==> config.mk <==
export PLATFORM = sky130hd
export DESIGN_NAME = ddr_rx_deserializer_flat
export DESIGN_NICKNAME = d
export VERILOG_FILES = /design/src/rtl/ddr_rx_pkg.sv /design/src/rtl/ddr_rx_deserializer_if.sv /design/src/rtl/ddr_rx_word_fifo.sv /design/src/rtl/ddr_rx_deserializer.sv /design/src/flat_wrapper.sv
export SDC_FILE = /design/constraint.sdc
export NUM_CORES = 1
export LEC_CHECK = 0
export ABC_AREA = 0
export BUFFER_PORTS_ARGS = -buffer_cell sky130_fd_sc_hd__buf_2
export CORE_MARGIN = 4
export CORE_UTILIZATION = 40
export DETAILED_ROUTE_END_ITERATION = 10
export PLACE_DENSITY_LB_ADDON = 0.25
export SLEW_MARGIN = 5
export SYNTH_ARGS = -nofsm -noshare
export SYNTH_HDL_FRONTEND = slang
export SYNTH_SLANG_ARGS = --single-unit
==> constraint.sdc <==
create_clock -name clk -period 5.9 [get_ports clk]
set_input_delay 0.295 -clock clk [delete_from_list [all_inputs] [get_ports clk]]
set_output_delay 0.295 -clock clk [all_outputs]
set_load 0.01 [all_outputs]
==> src/rtl/ddr_rx_pkg.sv <==
// Shared types and helpers for the DDR receive deserializer.
// State encoding, sync alignment codes and counter sizing.
package ddr_rx_pkg;

   typedef enum logic {
      HUNT   = 1'b0,
      LOCKED = 1'b1
   } state_t;

   typedef logic align_t;
   localparam align_t ALIGN_RISE = 1'b0;
   localparam align_t ALIGN_FALL = 1'b1;

   // Room for the count to reach WORD_W+1 so a two-bit step never wraps.
   function automatic int cnt_width(input int word_w);
      return $clog2(word_w + 2);
   endfunction

endpackage

==> src/rtl/ddr_rx_deserializer_if.sv <==
// Receive-path bundle: bit-pair input side and word output handshake.
// master drives bit pairs and ready; slave is the deserializer.
interface ddr_rx_deserializer_if #(
   parameter int WORD_W = 8
);
   logic              din_rise;
   logic              din_fall;
   logic              din_en;
   logic              resync;
   logic [WORD_W-1:0] dout;
   logic              dout_valid;
   logic              dout_ready;
   logic              locked;
   logic              overflow;

   modport master (
      output din_rise, din_fall, din_en, resync, dout_ready,
      input  dout, dout_valid, locked, overflow
   );

   modport slave (
      input  din_rise, din_fall, din_en, resync, dout_ready,
      output dout, dout_valid, locked, overflow
   );
endinterface

==> src/rtl/ddr_rx_word_fifo.sv <==
// Fall-through word FIFO: a push is visible at head one cycle later.
// Push on full is accepted only alongside a pop; otherwise the caller sees full.
module ddr_rx_word_fifo #(
   parameter int WORD_W     = 8,
   parameter int FIFO_DEPTH = 4
) (
   input  logic              clk,
   input  logic              reset,
   input  logic              push,
   input  logic [WORD_W-1:0] push_data,
   input  logic              pop,
   output logic [WORD_W-1:0] head,
   output logic              full,
   output logic              empty
);
   localparam int AW = $clog2(FIFO_DEPTH);

   logic [WORD_W-1:0] mem [FIFO_DEPTH];
   logic [AW:0]       wptr;
   logic [AW:0]       rptr;
   logic              do_push;
   logic              do_pop;

   assign empty   = (wptr == rptr);
   assign full    = (wptr[AW] != rptr[AW]) && (wptr[AW-1:0] == rptr[AW-1:0]);
   assign do_pop  = pop & ~empty;
   assign do_push = push & (~full | do_pop);
   assign head    = mem[rptr[AW-1:0]];

   always_ff @(posedge clk) begin
      if (reset) begin
         wptr <= '0;
         rptr <= '0;
         for (int i = 0; i < FIFO_DEPTH; i++) mem[i] <= '0;
      end else begin
         // On full+pop the write slot is the head being popped, so it is free.
         if (do_push) begin
            mem[wptr[AW-1:0]] <= push_data;
            wptr              <= wptr + {{AW{1'b0}}, 1'b1};
         end
         if (do_pop) rptr <= rptr + {{AW{1'b0}}, 1'b1};
      end
   end
endmodule

==> src/rtl/ddr_rx_deserializer.sv <==
// Hunts for the sync pattern in the rise/fall pair stream, then packs MSB-first words into a FIFO.
// Word visible one cycle after its final pair; a push into a full FIFO without a pop is dropped and flagged.
module ddr_rx_deserializer
   import ddr_rx_pkg::*;
#(
   parameter int                WORD_W     = 8,
   parameter int                SYNC_W     = 8,
   parameter logic [SYNC_W-1:0] SYNC_PAT   = 8'hD5,
   parameter int                FIFO_DEPTH = 4
) (
   input logic                   clk,
   input logic                   reset,
   ddr_rx_deserializer_if.slave  bus
);
   localparam int CW = cnt_width(WORD_W);
   localparam logic [CW-1:0] LAST_RISE = CW'(WORD_W - 1);
   localparam logic [CW-1:0] LAST_FALL = CW'(WORD_W - 2);

   state_t            state;
   logic [SYNC_W-1:0] hist;
   logic [WORD_W-1:0] word;
   logic [CW-1:0]     cnt;
   logic              locked_r;
   logic              ovf_r;

   logic [SYNC_W-1:0] hist_a;
   logic [SYNC_W-1:0] hist_b;
   logic              match_a;
   logic              match_b;
   align_t            align;
   logic [WORD_W-1:0] word_a;
   logic [WORD_W-1:0] word_b;
   logic              push;
   logic [WORD_W-1:0] push_word;
   logic              pop;
   logic              full;
   logic              empty;

   always_comb begin
      hist_a    = {hist[SYNC_W-2:0], bus.din_rise};
      hist_b    = {hist_a[SYNC_W-2:0], bus.din_fall};
      match_a   = (hist_a == SYNC_PAT);
      match_b   = (hist_b == SYNC_PAT);
      align     = match_a ? ALIGN_RISE : ALIGN_FALL;
      word_a    = {word[WORD_W-2:0], bus.din_rise};
      word_b    = {word_a[WORD_W-2:0], bus.din_fall};
      push      = 1'b0;
      push_word = word_b;
      // resync discards any word that would complete in the same cycle.
      if (state == LOCKED && bus.din_en && !bus.resync) begin
         if (cnt == LAST_RISE) begin
            push      = 1'b1;
            push_word = word_a;
         end else if (cnt == LAST_FALL) begin
            push      = 1'b1;
         end
      end
   end

   assign pop = ~empty & bus.dout_ready;

   always_ff @(posedge clk) begin
      if (reset || bus.resync) begin
         state    <= HUNT;
         hist     <= '0;
         word     <= '0;
         cnt      <= '0;
         locked_r <= 1'b0;
         ovf_r    <= 1'b0;
      end else begin
         if (push && full && !pop) ovf_r <= 1'b1;
         if (bus.din_en) begin
            case (state)
               HUNT: begin
                  hist <= hist_b;
                  if (match_a || match_b) begin
                     state    <= LOCKED;
                     locked_r <= 1'b1;
                     // A rise-bit match leaves the fall bit as the first data bit.
                     if (align == ALIGN_RISE) begin
                        word <= {{(WORD_W-1){1'b0}}, bus.din_fall};
                        cnt  <= CW'(1);
                     end else begin
                        word <= '0;
                        cnt  <= '0;
                     end
                  end
               end
               LOCKED: begin
                  word <= word_b;
                  if (cnt == LAST_RISE)      cnt <= CW'(1);
                  else if (cnt == LAST_FALL) cnt <= '0;
                  else                       cnt <= cnt + CW'(2);
               end
               default: state <= HUNT;
            endcase
         end
      end
   end

   ddr_rx_word_fifo #(
      .WORD_W     (WORD_W),
      .FIFO_DEPTH (FIFO_DEPTH)
   ) u_fifo (
      .clk       (clk),
      .reset     (reset),
      .push      (push),
      .push_data (push_word),
      .pop       (pop),
      .head      (bus.dout),
      .full      (full),
      .empty     (empty)
   );

   assign bus.dout_valid = ~empty;
   assign bus.locked     = locked_r;
   assign bus.overflow   = ovf_r;
endmodule

==> src/flat_wrapper.sv <==
// flat-port wrapper written by rule: the top's interface ports become plain ports
module ddr_rx_deserializer_flat import ddr_rx_pkg::*;
#(
   parameter int                WORD_W     = 8,
   parameter int                SYNC_W     = 8,
   parameter logic [SYNC_W-1:0] SYNC_PAT   = 8'hD5,
   parameter int                FIFO_DEPTH = 4
)
  (clk, reset, bus_din_rise, bus_din_fall, bus_din_en, bus_resync, bus_dout_ready, bus_dout, bus_dout_valid, bus_locked, bus_overflow);
  ddr_rx_deserializer_if #(.WORD_W(WORD_W)) bus_i ();
  input logic clk;
  input logic reset;
  input wire logic [$bits(bus_i.din_rise)-1:0] bus_din_rise;
  input wire logic [$bits(bus_i.din_fall)-1:0] bus_din_fall;
  input wire logic [$bits(bus_i.din_en)-1:0] bus_din_en;
  input wire logic [$bits(bus_i.resync)-1:0] bus_resync;
  input wire logic [$bits(bus_i.dout_ready)-1:0] bus_dout_ready;
  output wire logic [$bits(bus_i.dout)-1:0] bus_dout;
  output wire logic [$bits(bus_i.dout_valid)-1:0] bus_dout_valid;
  output wire logic [$bits(bus_i.locked)-1:0] bus_locked;
  output wire logic [$bits(bus_i.overflow)-1:0] bus_overflow;
  assign bus_i.din_rise = bus_din_rise;
  assign bus_i.din_fall = bus_din_fall;
  assign bus_i.din_en = bus_din_en;
  assign bus_i.resync = bus_resync;
  assign bus_i.dout_ready = bus_dout_ready;
  assign bus_dout = bus_i.dout;
  assign bus_dout_valid = bus_i.dout_valid;
  assign bus_locked = bus_i.locked;
  assign bus_overflow = bus_i.overflow;
  ddr_rx_deserializer #(.WORD_W(WORD_W), .SYNC_W(SYNC_W), .SYNC_PAT(SYNC_PAT), .FIFO_DEPTH(FIFO_DEPTH)) u_core (.clk(clk), .reset(reset), .bus(bus_i));
endmodule
==> results of run 1 <==
layout make-up:
type                    count  area [um2]
repair buffers             17        85.1
flip-flops and latches     61        1540
multi-input cells         172        1170
clock inverters             7        66.3
well taps                  80         100
clock buffers               9         124
inverters                   3        11.3
fillers                   654        3660
layer usage:
| layer | GRT usage, % | vias up |
|---|---|---|
| met2 | 19.4 | 37 |
| met1 | 17.9 | 893 |
| met3 | 4.47 | 9 |
| met5 | 0 | - |
| met4 | 5.90 | 0 |
| li1 | - | 953 |
worst max path at each step:
stage | slack [ns] | end | start | cells after the start
floorplan | 3.94 | u_core.u_fifo.mem[1][0]$_SDFFCE_PN0P_ | u_core.state$_SDFFE_PP0P_ | 6
global placement | 3.49 | u_core.u_fifo.mem[1][5]$_SDFFCE_PN0P_ | u_core.state$_SDFFE_PP0P_ | 4
detailed placement | 3.43 | u_core.u_fifo.mem[2][5]$_SDFFCE_PN0P_ | u_core.state$_SDFFE_PP0P_ | 4
CTS | 3.41 | u_core.u_fifo.mem[2][2]$_SDFFCE_PN0P_ | u_core.state$_SDFFE_PP0P_ | 4
global route | 3.20 | u_core.u_fifo.mem[0][1]$_SDFFCE_PN0P_ | u_core.state$_SDFFE_PP0P_ | 4
finish | 3.43 | u_core.u_fifo.mem[2][3]$_SDFFCE_PN0P_ | u_core.state$_SDFFE_PP0P_ | 4
cells in the mapped netlist, drive strengths merged, types with 3 or more instances:
cell,number,share of area (%)
nor2,42,5.8
edfxtp,32,35
dfxtp,29,21
nand2,23,3.1
a21oi,15,2.7
clkbuf,10,1.4
nand3,10,1.8
mux2i,9,3.2
a311oi,8,2.5
mux4,8,6.5
a31oi,7,1.6
buf,5,0.81
o21ai,5,0.90
xor2,5,2.1
nand2b,4,0.90
or4,4,1.1
ha,3,1.4
inv,3,0.41
nand4b,3,0.95
registers in the layout, indices dropped and copies added, names as in the netlist, named ones only:
name / flops
u_core.cnt: 4
u_core.hist: 7
u_core.state: 1
u_core.u_fifo.wptr: 3
u_core.bus.locked: 1
u_core.bus.overflow: 1
u_core.word: 7
u_core.u_fifo.mem: 32
u_core.u_fifo.rptr: 3
power by group:
group           total, W  internal, W  switching (W)
clock network   0.000359     0.000192       0.000168
logic          0.0000258   0.00000808      0.0000177
registers       0.000459     0.000455     0.00000393
per-stage QoR:
| step | cells | hold WS, ns | instance area (um2) | util (%) |
|---|---|---|---|---|
| finish | 349 | 0.237 | 3090 | 45.8 |
| global route | 349 | 0.246 | 3090 | 45.8 |
| CTS | 349 | 0.222 | 3090 | 45.8 |
| detailed placement | 333 | 0.444 | 2900 | 43.0 |
| global placement | 333 | 0.434 | 2900 | 43.0 |
| floorplan | 251 | 0.431 | 2780 | - |
cells by family (layout without fill, tap and decap cells):
group	Yosys count	in the layout
AND/OR/NAND/NOR	104	104
flip-flops	61	61
AO/OA/AOI/OAI	41	41
multiplexers	18	18
buffers and inverters	18	36
XOR/XNOR	6	6
adder cells (fa/ha/maj)	3	3
critical path, stage by stage, from the launching register on:
cell and delay, ns:
sky130_fd_sc_hd__dfxtp_1 0.69, sky130_fd_sc_hd__and3b_1 0.27, sky130_fd_sc_hd__nand2_1 0.13, sky130_fd_sc_hd__or4_1 0.68, sky130_fd_sc_hd__nand2b_1 0.35
==> flow_summary.html, run 1 <==
<table>
<tr><th>Metric</th><th>Value</th></tr>
<tr><th colspan="2">Status</th></tr>
<tr><td>Outcome</td><td>completed</td></tr>
<tr><th colspan="2">Logic synthesis</th></tr>
<tr><td>Xor and xnor fraction of the mapped netlist area</td><td>under 10%</td></tr>
<tr><td>Mapped cell area</td><td>2780 um2</td></tr>
<tr><td>Top flip-flop cell by instance count after synthesis</td><td>sky130_fd_sc_hd__edfxtp_1</td></tr>
<tr><td>Post-Synth Adder-Cell Area</td><td>about 1.4%</td></tr>
<tr><td>Simple-gate portion of the synthesized area</td><td>18.6%</td></tr>
<tr><td>Share of flip-flops with an asynchronous set or reset after synthesis</td><td>0%</td></tr>
<tr><td>Post-synth cell types</td><td>between 40 and 50</td></tr>
<tr><td>Sequential-to-total area share from yosys stat</td><td>55.5%</td></tr>
<tr><td>Number of synthesized flops with an enable pin</td><td>32</td></tr>
<tr><td>Post-Synthesis Mean Instance Area</td><td>11.1 um2</td></tr>
<tr><td>Multiplexer share of the synthesized area</td><td>about a tenth</td></tr>
<tr><td>Cell count after synthesis</td><td>between 200 and 300</td></tr>
<tr><td>Mapped Nets</td><td>roughly 260</td></tr>
<tr><td>Flip-flop and latch count after synthesis</td><td>a little over 60</td></tr>
<tr><td>Count of yosys warnings during synthesis</td><td>0</td></tr>
<tr><td>Compound-gate portion of the synthesized area</td><td>a little under a tenth</td></tr>
<tr><td>Main combinational cell family by area after synthesis</td><td>simple AND/OR/NAND/NOR gates</td></tr>
<tr><th colspan="2">Critical path</th></tr>
<tr><td>Required time at the endpoint of the critical path</td><td>between 5 and 6 ns</td></tr>
<tr><td>Worst Path Class, Setup</td><td>reg2reg</td></tr>
<tr><td>Worst Path Max Fanout</td><td>19</td></tr>
<tr><td>Data arrival time of the critical path</td><td>roughly 2.5 ns</td></tr>
<tr><td>Startpoint type of the worst setup path</td><td>flip-flop</td></tr>
<tr><td>Worst reg-to-reg path cell count</td><td>4</td></tr>
<tr><td>Capturing point of the worst reg2reg path</td><td>u_core.u_fifo.mem[2][3]$_SDFFCE_PN0P_</td></tr>
<tr><td>Type of element capturing the critical path</td><td>flip-flop</td></tr>
<tr><td>R2R Setup Slk</td><td>3.43 ns</td></tr>
<tr><td>Start of the worst register-to-register path</td><td>u_core.state$_SDFFE_PP0P_</td></tr>
<tr><th colspan="2">STA</th></tr>
<tr><td>Fmax</td><td>slightly above 400 MHz</td></tr>
<tr><td>Number of hold-slack violations in the final timing report</td><td>0</td></tr>
<tr><td>Final period utilization</td><td>between 40% and 50%</td></tr>
<tr><td>Normalized max-slew margin</td><td>just over 60%</td></tr>
<tr><td>Total Neg Setup Slack</td><td>0 ns</td></tr>
<tr><td>Slew at the pin closest to its max-slew limit</td><td>slightly below 0.6 ns</td></tr>
<tr><td>Setup clock skew after layout</td><td>~0.0085 ns</td></tr>
<tr><td>Endpoints failing setup</td><td>0</td></tr>
<tr><td>Count of pins over their slew limit</td><td>0</td></tr>
<tr><td>Post-route worst setup slack</td><td>3.43 ns</td></tr>
<tr><td>Time the worst path needs with I/O delays and setup</td><td>about 2.5 ns</td></tr>
<tr><td>RSZ-0062 raised after global routing</td><td>false</td></tr>
<tr><th colspan="2">Power</th></tr>
<tr><td>Maximum ir drop on the vdd rail</td><td>around 0.11 mV</td></tr>
<tr><td>Leakage power</td><td>between 1 and 1.5 nW</td></tr>
<tr><td>Power per Cell Area</td><td>273 nW/um2</td></tr>
<tr><td>Overall power consumption</td><td>0.000844 W</td></tr>
<tr><th colspan="2">Clocking</th></tr>
<tr><td>TritonCTS Buffers</td><td>9</td></tr>
<tr><td>Setup repair bufs after CTS</td><td>0</td></tr>
<tr><td>Clk Latency, worst-skew pair</td><td>about 0.34 ns</td></tr>
<tr><td>Cell at the root of the clock tree</td><td>sky130_fd_sc_hd__clkbuf_8</td></tr>
<tr><td>Clock transition at the register clock pins on the worst setup and hold paths after CTS</td><td>approximately 0.07 ns</td></tr>
<tr><td>Count of hold buffers inserted by post-cts repair</td><td>0</td></tr>
<tr><td>Number of gates given a new drive strength after cts</td><td>0</td></tr>
<tr><td>H-tree depth</td><td>3</td></tr>
<tr><td>Clk buf depth</td><td>2</td></tr>
<tr><td>Number of sinks handled by clock tree synthesis</td><td>between 60 and 70</td></tr>
<tr><td>CTS tree</td><td>built</td></tr>
<tr><th colspan="2">Floorplan</th></tr>
<tr><td>Die Area</td><td>~8300 um2</td></tr>
<tr><td>Placeable core region</td><td>a little under 7000 um2</td></tr>
<tr><td>Starting density of the core</td><td>about two fifths</td></tr>
<tr><td>Ports</td><td>18</td></tr>
<tr><td>Horiz. Die Dim</td><td>91.4 um</td></tr>
<tr><td>Number of standard-cell rows in the floorplan</td><td>30</td></tr>
<tr><td>Vert. Die Dim</td><td>about 91 um</td></tr>
<tr><th colspan="2">Routing</th></tr>
<tr><td>Vias after detailed routing</td><td>1892</td></tr>
<tr><td>Routed met2 length</td><td>around 2300 um</td></tr>
<tr><td>Routed WL per cell</td><td>between 10 and 15 um</td></tr>
<tr><td>Top metal layer carrying routed signals</td><td>met4</td></tr>
<tr><td>Detailed route wirelength on metal3</td><td>~190 um</td></tr>
<tr><td>Met1 layer wirelength in the final routing</td><td>2600 um</td></tr>
<tr><td>Remaining design rule violation count</td><td>0</td></tr>
<tr><td>Drt via density</td><td>about 5.4</td></tr>
<tr><td>1st-iter DRT viols</td><td>120</td></tr>
<tr><td>Overall routed net length</td><td>5210 um</td></tr>
<tr><td>DR pass1 iterations</td><td>6</td></tr>
<tr><td>Final antenna-violating net count</td><td>0</td></tr>
<tr><th colspan="2">Job</th></tr>
<tr><td>Max-cap violation count</td><td>0</td></tr>
<tr><th colspan="2">Worst hold path</th></tr>
<tr><td>Destination of the worst hold path</td><td>u_core.hist[0]$_SDFFE_PP0P_</td></tr>
<tr><td>Min-delay src</td><td>bus_din_fall</td></tr>
<tr><td>Worst hold stages</td><td>3</td></tr>
<tr><td>Type of the tightest min-delay check</td><td>in2reg</td></tr>
<tr><th colspan="2">Global route</th></tr>
<tr><td>Wire length of the first global-routing pass</td><td>between 8000 and 9000 um</td></tr>
<tr><td>Antenna violations before repair</td><td>0</td></tr>
<tr><td>Total routing usage reported by global routing</td><td>approximately an eighth</td></tr>
<tr><td>Pin count of the biggest net entering global routing</td><td>31</td></tr>
<tr><td>Final global-route overflow total</td><td>0</td></tr>
<tr><td>Number of global-route vias before repair</td><td>1736</td></tr>
<tr><th colspan="2">Place</th></tr>
<tr><td>Post-detail-place hpwl</td><td>around 3600 um</td></tr>
<tr><td>Number of buffer cells added on primary ports</td><td>17</td></tr>
<tr><td>Worst-case setup slack after placement</td><td>~3.4 ns</td></tr>
<tr><td>Final weighted congestion in routability-driven placement</td><td>around 0.75</td></tr>
<tr><th colspan="2">Cells and area</th></tr>
<tr><td>Area grow syn2layout</td><td>11.3%</td></tr>
<tr><td>Fin nets</td><td>roughly 270</td></tr>
<tr><td>Most frequent cells in the layout</td><td>41 x sky130_fd_sc_hd__nor2_1, 32 x sky130_fd_sc_hd__edfxtp_1, 29 x sky130_fd_sc_hd__dfxtp_1</td></tr>
<tr><td>Share of post-route cells with drive strength above 1</td><td>between 15 and 20%</td></tr>
<tr><td>Diode count</td><td>0</td></tr>
<tr><td>Leading cell type in the layout, fill and taps excluded</td><td>sky130_fd_sc_hd__nor2_1</td></tr>
</table>
(Power assumes the default switching activity.)
==> run 2: changes to the inputs <==
Clock period 5.9 ns to 2.25 ns, I/O delays scaled along.
==> run 2 against run 1 <==
Sequential share of layout area decreased by 0.71 points. Worst setup slack got worse by 3.2 ns. Clock-buffer cell count unchanged. Sequential power increased to 2.6 times the previous value. Die area unchanged. Critical endpoint is now u_core.u_fifo.mem[2][5]$_SDFFCE_PN0P_.
==> flow_summary.html, run 2 (synthesized netlist as in run 1, its figures left out) <==
<table>
<tr><th>Metric</th><th>Value</th></tr>
<tr><th colspan="2">Status</th></tr>
<tr><td>Outcome</td><td>completed (unchanged)</td></tr>
<tr><th colspan="2">Global route</th></tr>
<tr><td>Final global-route overflow total</td><td>0 (unchanged)</td></tr>
<tr><td>Number of global-route vias before repair</td><td>1889 (was 1736)</td></tr>
<tr><td>Total routing usage reported by global routing</td><td>14.0% (was 13.3%)</td></tr>
<tr><td>Pin count of the biggest net entering global routing</td><td>30 (was 31)</td></tr>
<tr><td>Antenna violations before repair</td><td>0 (unchanged)</td></tr>
<tr><td>Wire length of the first global-routing pass</td><td>9100 um (was 8570 um)</td></tr>
<tr><th colspan="2">Place</th></tr>
<tr><td>Post-detail-place hpwl</td><td>3680 um (was 3650 um)</td></tr>
<tr><td>Number of buffer cells added on primary ports</td><td>17 (unchanged)</td></tr>
<tr><td>Final weighted congestion in routability-driven placement</td><td>0.741 (was 0.753)</td></tr>
<tr><td>Post-Place Cells</td><td>338 (was 333)</td></tr>
<tr><td>Post-placement cell area</td><td>2940 um2 (was 2900 um2)</td></tr>
<tr><th colspan="2">Cells and area</th></tr>
<tr><td>Flip-flop count of the largest register after layout</td><td>32 (unchanged)</td></tr>
<tr><td>Largest register by flop count</td><td>u_core.u_fifo.mem (unchanged)</td></tr>
<tr><td>Most frequent cells in the layout</td><td>41 x sky130_fd_sc_hd__nor2_1, 32 x sky130_fd_sc_hd__edfxtp_1, 29 x sky130_fd_sc_hd__dfxtp_1 (unchanged)</td></tr>
<tr><td>Biggest registers after layout</td><td>u_core.u_fifo.mem: 32 flops, u_core.hist: 7 flops, u_core.word: 7 flops (unchanged)</td></tr>
<tr><td>Share of post-route cells with drive strength above 1</td><td>19.3% (was 17.5%)</td></tr>
<tr><td>Post-Layout Cell Count</td><td>354 (was 349)</td></tr>
<tr><td>Area grow syn2layout</td><td>13.0% (was 11.3%)</td></tr>
<tr><td>Fin nets</td><td>279 (was 274)</td></tr>
<tr><td>Leading cell type in the layout, fill and taps excluded</td><td>sky130_fd_sc_hd__nor2_1 (unchanged)</td></tr>
<tr><td>Final Cell Area</td><td>3140 um2 (was 3090 um2)</td></tr>
<tr><td>Final standard cell utilization of the core</td><td>46.5% (was 45.8%)</td></tr>
<tr><td>Diode count</td><td>0 (unchanged)</td></tr>
<tr><th colspan="2">Clocking</th></tr>
<tr><td>TritonCTS Buffers</td><td>9 (unchanged)</td></tr>
<tr><td>H-tree depth</td><td>3 (unchanged)</td></tr>
<tr><td>Cell at the root of the clock tree</td><td>sky130_fd_sc_hd__clkbuf_8 (unchanged)</td></tr>
<tr><td>Count of hold buffers inserted by post-cts repair</td><td>0 (unchanged)</td></tr>
<tr><td>Clk Latency, worst-skew pair</td><td>0.34 ns (about the same)</td></tr>
<tr><td>Number of gates given a new drive strength after cts</td><td>0 (unchanged)</td></tr>
<tr><td>Clk buf depth</td><td>2 (unchanged)</td></tr>
<tr><td>Clock transition at the register clock pins on the worst setup and hold paths after CTS</td><td>0.07 ns (about the same)</td></tr>
<tr><td>Number of sinks handled by clock tree synthesis</td><td>61 (unchanged)</td></tr>
<tr><td>CTS tree</td><td>built (unchanged)</td></tr>
<tr><td>Setup repair bufs after CTS</td><td>0 (unchanged)</td></tr>
<tr><th colspan="2">Routing</th></tr>
<tr><td>Routed WL per cell</td><td>15.2 um (was 14.9 um)</td></tr>
<tr><td>Remaining design rule violation count</td><td>0 (unchanged)</td></tr>
<tr><td>Met1 layer wirelength in the final routing</td><td>2510 um (was 2600 um)</td></tr>
<tr><td>Detailed route wirelength on metal3</td><td>214 um (was 192 um)</td></tr>
<tr><td>Top metal layer carrying routed signals</td><td>met4 (unchanged)</td></tr>
<tr><td>Routed met2 length</td><td>2570 um (was 2340 um)</td></tr>
<tr><td>Vias after detailed routing</td><td>1926 (was 1892)</td></tr>
<tr><td>Final antenna-violating net count</td><td>0 (unchanged)</td></tr>
<tr><td>1st-iter DRT viols</td><td>96 (was 120)</td></tr>
<tr><td>Drt via density</td><td>5.44 (was 5.42)</td></tr>
<tr><td>Overall routed net length</td><td>5380 um (was 5210 um)</td></tr>
<tr><td>DR pass1 iterations</td><td>4 (was 6)</td></tr>
<tr><th colspan="2">Critical path</th></tr>
<tr><td>Required time at the endpoint of the critical path</td><td>2.25 ns (was 5.91 ns)</td></tr>
<tr><td>Worst reg-to-reg path cell count</td><td>4 (unchanged)</td></tr>
<tr><td>Data arrival time of the critical path</td><td>2.01 ns (was 2.47 ns)</td></tr>
<tr><td>Type of element capturing the critical path</td><td>flip-flop (unchanged)</td></tr>
<tr><td>Startpoint type of the worst setup path</td><td>flip-flop (unchanged)</td></tr>
<tr><td>Worst Path Max Fanout</td><td>8 (was 19)</td></tr>
<tr><td>Worst Path Class, Setup</td><td>reg2reg (unchanged)</td></tr>
<tr><th colspan="2">STA</th></tr>
<tr><td>Time the worst path needs with I/O delays and setup</td><td>2.01 ns (was 2.47 ns)</td></tr>
<tr><td>Fmax</td><td>499 MHz (was 405 MHz)</td></tr>
<tr><td>Total Neg Setup Slack</td><td>0 ns (unchanged)</td></tr>
<tr><td>Slew at the pin closest to its max-slew limit</td><td>0.592 ns (was 0.583 ns)</td></tr>
<tr><td>Count of pins over their slew limit</td><td>0 (unchanged)</td></tr>
<tr><td>Min Hold Slack</td><td>0.0476 ns (was 0.237 ns)</td></tr>
<tr><td>Number of hold-slack violations in the final timing report</td><td>0 (unchanged)</td></tr>
<tr><td>Normalized max-slew margin</td><td>60.5% (was 61.1%)</td></tr>
<tr><td>RSZ-0062 raised after global routing</td><td>false (unchanged)</td></tr>
<tr><td>Endpoints failing setup</td><td>0 (unchanged)</td></tr>
<tr><td>Final period utilization</td><td>89.1% (was 41.8%)</td></tr>
<tr><td>Setup clock skew after layout</td><td>0.00848 ns (was 0.00851 ns)</td></tr>
<tr><th colspan="2">Power</th></tr>
<tr><td>Maximum ir drop on the vdd rail</td><td>0.333 mV (was 0.106 mV)</td></tr>
<tr><td>Leakage power</td><td>1.12 nW (was 1.09 nW)</td></tr>
<tr><td>Power per Cell Area</td><td>716 nW/um2 (was 273 nW/um2)</td></tr>
<tr><th colspan="2">Floorplan</th></tr>
<tr><td>Starting density of the core</td><td>41.1% (unchanged)</td></tr>
<tr><td>Horiz. Die Dim</td><td>91.4 um (unchanged)</td></tr>
<tr><td>Number of standard-cell rows in the floorplan</td><td>30 (unchanged)</td></tr>
<tr><td>Vert. Die Dim</td><td>91.4 um (unchanged)</td></tr>
<tr><td>Placeable core region</td><td>6760 um2 (unchanged)</td></tr>
<tr><td>Ports</td><td>18 (unchanged)</td></tr>
<tr><td>Die Area</td><td>8340 um2 (unchanged)</td></tr>
<tr><th colspan="2">Worst hold path</th></tr>
<tr><td>Worst hold stages</td><td>3 (unchanged)</td></tr>
<tr><td>Type of the tightest min-delay check</td><td>in2reg (unchanged)</td></tr>
<tr><th colspan="2">Job</th></tr>
<tr><td>Max-cap violation count</td><td>0 (unchanged)</td></tr>
</table>
-- run 2: cell count changes in the layout (fill, tap and decap cells not counted), sizes merged --
cell and delta:
clkinvlp -2, inv +2, buf +5
-- run 2: stage by stage --
stage / power (W) / setup slack [ns]
finish: 0.00225 / 0.245
global placement: 0.00130 / 0.279
floorplan: 0.00127 / 0.291
detailed placement: 0.00130 / 0.255
CTS: 0.00227 / 0.241
global route: 0.00234 / 0.0980
-- run 2: report_power, final --
group | switching (W) | leakage (nW) | internal [W]
logic | 0.0000476 | 0.469 | 0.0000223
registers | 0.00000972 | 0.551 | 0.00119
clock network | 0.000461 | 0.100 | 0.000516
total | 0.000518 | 1.12 | 0.00173
-- run 2: final cells by class --
type	instances	area, um2
well taps	80	100
flip-flops and latches	61	1540
fillers	635	3620
clock inverters	7	73.8
multi-input cells	172	1170
inverters	3	11.3
repair buffers	22	123
clock buffers	9	124
-- run 2: path summary, 6_finish.rpt --
path	from	endpoint	slack [ns]
worst max register to register	u_core.u_fifo.wptr[0]$_SDFFE_PP0P_	u_core.u_fifo.mem[2][5]$_SDFFCE_PN0P_	0.24
worst min-delay path	bus_din_fall	u_core.hist[0]$_SDFFE_PP0P_	0.05
worst min register to register	u_core.bus.locked$_SDFFE_PP0P_	u_core.bus.locked$_SDFFE_PP0P_	0.44
worst max-delay path	u_core.u_fifo.wptr[0]$_SDFFE_PP0P_	u_core.u_fifo.mem[2][5]$_SDFFCE_PN0P_	0.24
-- run 2: layer usage --
layer / global-route usage, % / vias up
met4: 7.16 / 0
met2: 22.1 / 36
met3: 3.40 / 8
met1: 17.8 / 918
met5: 0 / -
li1: - / 964
-- run 2: critical path: stages, from the launching register on --
cell and delay [ns]:
sky130_fd_sc_hd__dfxtp_1 0.47, sky130_fd_sc_hd__xor2_2 0.25, sky130_fd_sc_hd__nor4_2 0.13, sky130_fd_sc_hd__or4_1 0.51, sky130_fd_sc_hd__nand2b_1 0.31
==> run 3: changes to the inputs <==
Settings changed: ABC_AREA 0 to 1.
==> run 3 against run 2 <==
Global-route usage up 0.61 points. Area after synthesis up 1.8%. Total power up 0.45%. Non-clock buffer count unchanged. Sequential share of layout area down 0.90 points. Die area up 1.7%. Maximum frequency up 0.72%. Register-to-register slack about the same. First-iteration DRC count up 47%. Worst setup slack better by 0.014 ns. Core utilization up 0.35 points. Largest cell class unchanged. Largest power group unchanged. Highest routed layer unchanged.
==> flow_summary.html, run 3 <==
<table>
<tr><th>Metric</th><th>Value</th></tr>
<tr><th colspan="2">Status</th></tr>
<tr><td>Outcome</td><td>completed (unchanged)</td></tr>
<tr><th colspan="2">Routing</th></tr>
<tr><td>Met1 layer wirelength in the final routing</td><td>2500 um (was 2510 um)</td></tr>
<tr><td>Routed WL per cell</td><td>12.6 um (was 15.2 um)</td></tr>
<tr><td>DR pass1 iterations</td><td>4 (unchanged)</td></tr>
<tr><td>Detailed route wirelength on metal3</td><td>348 um (was 214 um)</td></tr>
<tr><td>Routed met2 length</td><td>2750 um (was 2570 um)</td></tr>
<tr><td>Final antenna-violating net count</td><td>0 (unchanged)</td></tr>
<tr><td>Vias after detailed routing</td><td>2169 (was 1926)</td></tr>
<tr><td>Overall routed net length</td><td>5750 um (was 5380 um)</td></tr>
<tr><td>Drt via density</td><td>4.76 (was 5.44)</td></tr>
<tr><td>Top metal layer carrying routed signals</td><td>met4 (unchanged)</td></tr>
<tr><td>Remaining design rule violation count</td><td>0 (unchanged)</td></tr>
<tr><td>1st-iter DRT viols</td><td>141 (was 96)</td></tr>
<tr><th colspan="2">STA</th></tr>
<tr><td>Endpoints failing setup</td><td>0 (unchanged)</td></tr>
<tr><td>Final period utilization</td><td>88.5% (was 89.1%)</td></tr>
<tr><td>Time the worst path needs with I/O delays and setup</td><td>1.99 ns (was 2.01 ns)</td></tr>
<tr><td>Count of pins over their slew limit</td><td>0 (unchanged)</td></tr>
<tr><td>RSZ-0062 raised after global routing</td><td>false (unchanged)</td></tr>
<tr><td>Setup clock skew after layout</td><td>0.00704 ns (was 0.00848 ns)</td></tr>
<tr><td>Fmax</td><td>502 MHz (was 499 MHz)</td></tr>
<tr><td>Total Neg Setup Slack</td><td>0 ns (unchanged)</td></tr>
<tr><td>Post-route worst setup slack</td><td>0.259 ns (was 0.245 ns)</td></tr>
<tr><td>Normalized max-slew margin</td><td>72.9% (was 60.5%)</td></tr>
<tr><td>Number of hold-slack violations in the final timing report</td><td>0 (unchanged)</td></tr>
<tr><td>Slew at the pin closest to its max-slew limit</td><td>0.406 ns (was 0.592 ns)</td></tr>
<tr><th colspan="2">Place</th></tr>
<tr><td>Worst-case setup slack after placement</td><td>0.252 ns (was 0.255 ns)</td></tr>
<tr><td>Final weighted congestion in routability-driven placement</td><td>0.802 (was 0.741)</td></tr>
<tr><td>Post-detail-place hpwl</td><td>4280 um (was 3680 um)</td></tr>
<tr><td>Post-Place Cells</td><td>439 (was 338)</td></tr>
<tr><td>Number of buffer cells added on primary ports</td><td>17 (unchanged)</td></tr>
<tr><th colspan="2">Critical path</th></tr>
<tr><td>Worst Path Class, Setup</td><td>reg2reg (unchanged)</td></tr>
<tr><td>CP top delay family</td><td>simple AND/OR/NAND/NOR gates (unchanged)</td></tr>
<tr><td>Most frequent cell on the critical path</td><td>sky130_fd_sc_hd__nand2_1</td></tr>
<tr><td>Peak per-stage delay on the critical path</td><td>0.33 ns (was 0.51 ns)</td></tr>
<tr><td>CP max-delay cell</td><td>sky130_fd_sc_hd__dfxtp_1 (was sky130_fd_sc_hd__or4_1)</td></tr>
<tr><td>Startpoint type of the worst setup path</td><td>flip-flop (unchanged)</td></tr>
<tr><td>Data arrival time of the critical path</td><td>2.01 ns (about the same)</td></tr>
<tr><td>Start of the worst register-to-register path</td><td>u_core.cnt[2]$_SDFFE_PP0P_ (was u_core.u_fifo.wptr[0]$_SDFFE_PP0P_)</td></tr>
<tr><td>Buffers and inverters on the worst path</td><td>1 (was 0)</td></tr>
<tr><td>Type of element capturing the critical path</td><td>flip-flop (unchanged)</td></tr>
<tr><td>Critical path origin</td><td>u_core.cnt[2]$_SDFFE_PP0P_ (was u_core.u_fifo.wptr[0]$_SDFFE_PP0P_)</td></tr>
<tr><td>Required time at the endpoint of the critical path</td><td>2.27 ns (was 2.25 ns)</td></tr>
<tr><td>Worst Path Max Fanout</td><td>13 (was 8)</td></tr>
<tr><td>Cells along the critical path</td><td>inv_1 &gt; nor2_1 &gt; nand2_1 &gt; nor2_8 &gt; nand3_4 &gt; nor2_2 &gt; nand2_2 &gt; nand2_1 (was xor2_2 &gt; nor4_2 &gt; or4_1 &gt; nand2b_1)</td></tr>
<tr><th colspan="2">Cells and area</th></tr>
<tr><td>Diode count</td><td>0 (unchanged)</td></tr>
<tr><td>Post-Layout Cell Count</td><td>456 (was 354)</td></tr>
<tr><td>Leading cell type in the layout, fill and taps excluded</td><td>sky130_fd_sc_hd__nor2_1 (unchanged)</td></tr>
<tr><td>Share of post-route cells with drive strength above 1</td><td>16.1% (was 19.3%)</td></tr>
<tr><td>Flip-flop count of the largest register after layout</td><td>32 (unchanged)</td></tr>
<tr><td>Fin nets</td><td>365 (was 279)</td></tr>
<tr><td>Biggest registers after layout</td><td>u_core.u_fifo.mem: 32 flops, u_core.hist: 7 flops, u_core.word: 7 flops (unchanged)</td></tr>
<tr><td>Most frequent cells in the layout</td><td>72 x sky130_fd_sc_hd__nor2_1, 60 x sky130_fd_sc_hd__nand2_1, 32 x sky130_fd_sc_hd__inv_1, 32 x sky130_fd_sc_hd__edfxtp_1 (was 41 x sky130_fd_sc_hd__nor2_1, 32 x sky130_fd_sc_hd__edfxtp_1, 29 x sky130_fd_sc_hd__dfxtp_1)</td></tr>
<tr><td>Area grow syn2layout</td><td>13.0% (about the same)</td></tr>
<tr><td>Largest register by flop count</td><td>u_core.u_fifo.mem (unchanged)</td></tr>
<tr><th colspan="2">Clocking</th></tr>
<tr><td>CTS tree</td><td>built (unchanged)</td></tr>
<tr><td>Number of sinks handled by clock tree synthesis</td><td>61 (unchanged)</td></tr>
<tr><td>TritonCTS Buffers</td><td>9 (unchanged)</td></tr>
<tr><td>Clock transition at the register clock pins on the worst setup and hold paths after CTS</td><td>0.06 ns (was 0.07 ns)</td></tr>
<tr><td>Clk Latency, worst-skew pair</td><td>0.35 ns (was 0.34 ns)</td></tr>
<tr><td>Cell at the root of the clock tree</td><td>sky130_fd_sc_hd__clkbuf_8 (unchanged)</td></tr>
<tr><td>Number of gates given a new drive strength after cts</td><td>0 (unchanged)</td></tr>
<tr><td>Clk buf depth</td><td>2 (unchanged)</td></tr>
<tr><td>H-tree depth</td><td>3 (unchanged)</td></tr>
<tr><th colspan="2">Global route</th></tr>
<tr><td>Total routing usage reported by global routing</td><td>14.6% (was 14.0%)</td></tr>
<tr><td>Pin count of the biggest net entering global routing</td><td>18 (was 30)</td></tr>
<tr><td>Wire length of the first global-routing pass</td><td>9440 um (was 9100 um)</td></tr>
<tr><td>Antenna violations before repair</td><td>0 (unchanged)</td></tr>
<tr><td>Final global-route overflow total</td><td>0 (unchanged)</td></tr>
<tr><td>Number of global-route vias before repair</td><td>2056 (was 1889)</td></tr>
<tr><th colspan="2">Floorplan</th></tr>
<tr><td>Starting density of the core</td><td>41.4% (was 41.1%)</td></tr>
<tr><td>Ports</td><td>18 (unchanged)</td></tr>
<tr><td>Horiz. Die Dim</td><td>92.1 um (was 91.4 um)</td></tr>
<tr><td>Placeable core region</td><td>6830 um2 (was 6760 um2)</td></tr>
<tr><td>Vert. Die Dim</td><td>92.1 um (was 91.4 um)</td></tr>
<tr><td>Number of standard-cell rows in the floorplan</td><td>30 (unchanged)</td></tr>
<tr><td>Die Area</td><td>8490 um2 (was 8340 um2)</td></tr>
<tr><th colspan="2">Logic synthesis</th></tr>
<tr><td>Most numerous cell in the Yosys netlist</td><td>sky130_fd_sc_hd__nor2_1 (unchanged)</td></tr>
<tr><td>Number of synthesized flops with an enable pin</td><td>32 (unchanged)</td></tr>
<tr><td>Top cells by count, synth</td><td>72 x sky130_fd_sc_hd__nor2_1, 60 x sky130_fd_sc_hd__nand2_1, 32 x sky130_fd_sc_hd__edfxtp_1, 32 x sky130_fd_sc_hd__inv_1 (was 41 x sky130_fd_sc_hd__nor2_1, 32 x sky130_fd_sc_hd__edfxtp_1, 29 x sky130_fd_sc_hd__dfxtp_1)</td></tr>
<tr><td>Post-synth top area share</td><td>34.0% (was 34.6%)</td></tr>
<tr><td>Count of yosys warnings during synthesis</td><td>0 (unchanged)</td></tr>
<tr><td>Cell count after synthesis</td><td>330 (was 251)</td></tr>
<tr><td>Post-synth cell types</td><td>30 (was 45)</td></tr>
<tr><td>Post-Synthesis Mean Instance Area</td><td>8.58 um2 (was 11.1 um2)</td></tr>
<tr><td>Cells taking the most area after synthesis</td><td>sky130_fd_sc_hd__edfxtp_1 34%, sky130_fd_sc_hd__dfxtp_1 21%, sky130_fd_sc_hd__nor2_1 9.5% (was sky130_fd_sc_hd__edfxtp_1 35%, sky130_fd_sc_hd__dfxtp_1 21%, sky130_fd_sc_hd__mux4_2 6.5%)</td></tr>
<tr><td>Sequential-to-total area share from yosys stat</td><td>54.5% (was 55.5%)</td></tr>
<tr><td>Mapped Nets</td><td>340 (was 261)</td></tr>
<tr><td>Share of flip-flops with an asynchronous set or reset after synthesis</td><td>0% (unchanged)</td></tr>
<tr><td>Mapped cell area</td><td>2830 um2 (was 2780 um2)</td></tr>
<tr><td>Top flip-flop cell by instance count after synthesis</td><td>sky130_fd_sc_hd__edfxtp_1 (unchanged)</td></tr>
<tr><td>Flip-flop and latch count after synthesis</td><td>61 (unchanged)</td></tr>
<tr><td>Largest area contributor in the netlist</td><td>sky130_fd_sc_hd__edfxtp_1 (unchanged)</td></tr>
<tr><th colspan="2">Power</th></tr>
<tr><td>Power per Cell Area</td><td>706 nW/um2 (was 716 nW/um2)</td></tr>
<tr><td>Leakage power</td><td>1.28 nW (was 1.12 nW)</td></tr>
<tr><td>Maximum ir drop on the vdd rail</td><td>0.417 mV (was 0.333 mV)</td></tr>
<tr><th colspan="2">Worst hold path</th></tr>
<tr><td>Type of the tightest min-delay check</td><td>in2reg (unchanged)</td></tr>
<tr><td>Min-delay src</td><td>bus_din_rise (was bus_din_fall)</td></tr>
<tr><th colspan="2">Job</th></tr>
<tr><td>Max-cap violation count</td><td>0 (unchanged)</td></tr>
</table>
-- run 3: cell count changes after synthesis, moves of 6 or more --
cell,delta
sky130_fd_sc_hd__nand2_1,+37
sky130_fd_sc_hd__nor2_1,+31
sky130_fd_sc_hd__inv_1,+29
sky130_fd_sc_hd__o21ai_0,+25
sky130_fd_sc_hd__mux2i_1,-9
sky130_fd_sc_hd__a311oi_1,-8
sky130_fd_sc_hd__mux4_2,-8
sky130_fd_sc_hd__o22ai_1,+8
sky130_fd_sc_hd__a31oi_1,-7
sky130_fd_sc_hd__clkbuf_1,-6
-- run 3: routing by layer --
metal	track usage [%]	vias to the layer above
met5	0	-
met1	16.8	971
met3	6.40	12
met2	23.2	52
li1	-	1134
met4	6.93	0
-- run 3: repair_timing --
| action | 4_1_cts | 5_1_grt |
|---|---|---|
| setup buffers | 0 | 0 |
| hold endpoints to repair | 1 | 0 |
| hold buffers | 1 | 0 |
-- run 3: final timing paths --
path	slack (ns)	cells past startpoint	to
worst min register to register	0.45	2	u_core.bus.overflow$_SDFFE_PP0P_
worst max register to register	0.26	8	u_core.u_fifo.mem[2][1]$_SDFFCE_PN0P_
worst max-delay path	0.26	8	u_core.u_fifo.mem[2][1]$_SDFFCE_PN0P_
worst min-delay path	0.05	3	u_core.word[1]$_SDFFE_PP0P_
-- run 3: cell families after synthesis --
group	after synthesis	synth area share, %
AOI/OAI and AO/OA	67	13.5
buffers and inverters	43	6.37
DFF	61	54.5
adders and majority gates	3	1.33
and+or+nand+nor	155	24.0
xor gates and xnor gates	1	0.310
-- run 3: final cells by class --
class | count | area [um2]
fill | 674 | 3630
sequential | 61 | 1540
multi-input combinational | 226 | 1110
clock buffer | 11 | 141
inverter | 35 | 134
timing repair buffer | 22 | 125
tap | 96 | 120
clock inverter | 5 | 27.5
-- run 3: worst reg2reg max path: stages, from the launching register on --
cell                      delay [ns]
sky130_fd_sc_hd__dfxtp_1        0.33
sky130_fd_sc_hd__inv_1          0.05
sky130_fd_sc_hd__nor2_1         0.16
sky130_fd_sc_hd__nand2_1        0.18
sky130_fd_sc_hd__nor2_8         0.18
sky130_fd_sc_hd__nand3_4        0.18
sky130_fd_sc_hd__nor2_2         0.16
sky130_fd_sc_hd__nand2_2        0.13
sky130_fd_sc_hd__nand2_1        0.30
-- run 3: stage by stage --
step           util [%]  power, W  cell area, um2  hold slack, ns
3_3_place_gp       44.2   0.00145            3020           0.321
6_report           46.8   0.00226            3200          0.0541
5_1_grt            46.8   0.00237            3200          0.0651
2_1_floorplan         -   0.00137            2830           0.182
4_1_cts            46.8   0.00228            3200          0.0353
3_5_place_dp       44.2   0.00145            3020           0.334
-- run 3: where the power goes --
part	leakage [nW]	total [W]	switching, W	internal [W]
logic	0.641	0.000206	0.000133	0.0000730
clock network	0.0804	0.000832	0.000413	0.000419
registers	0.563	0.00122	0.0000198	0.00120
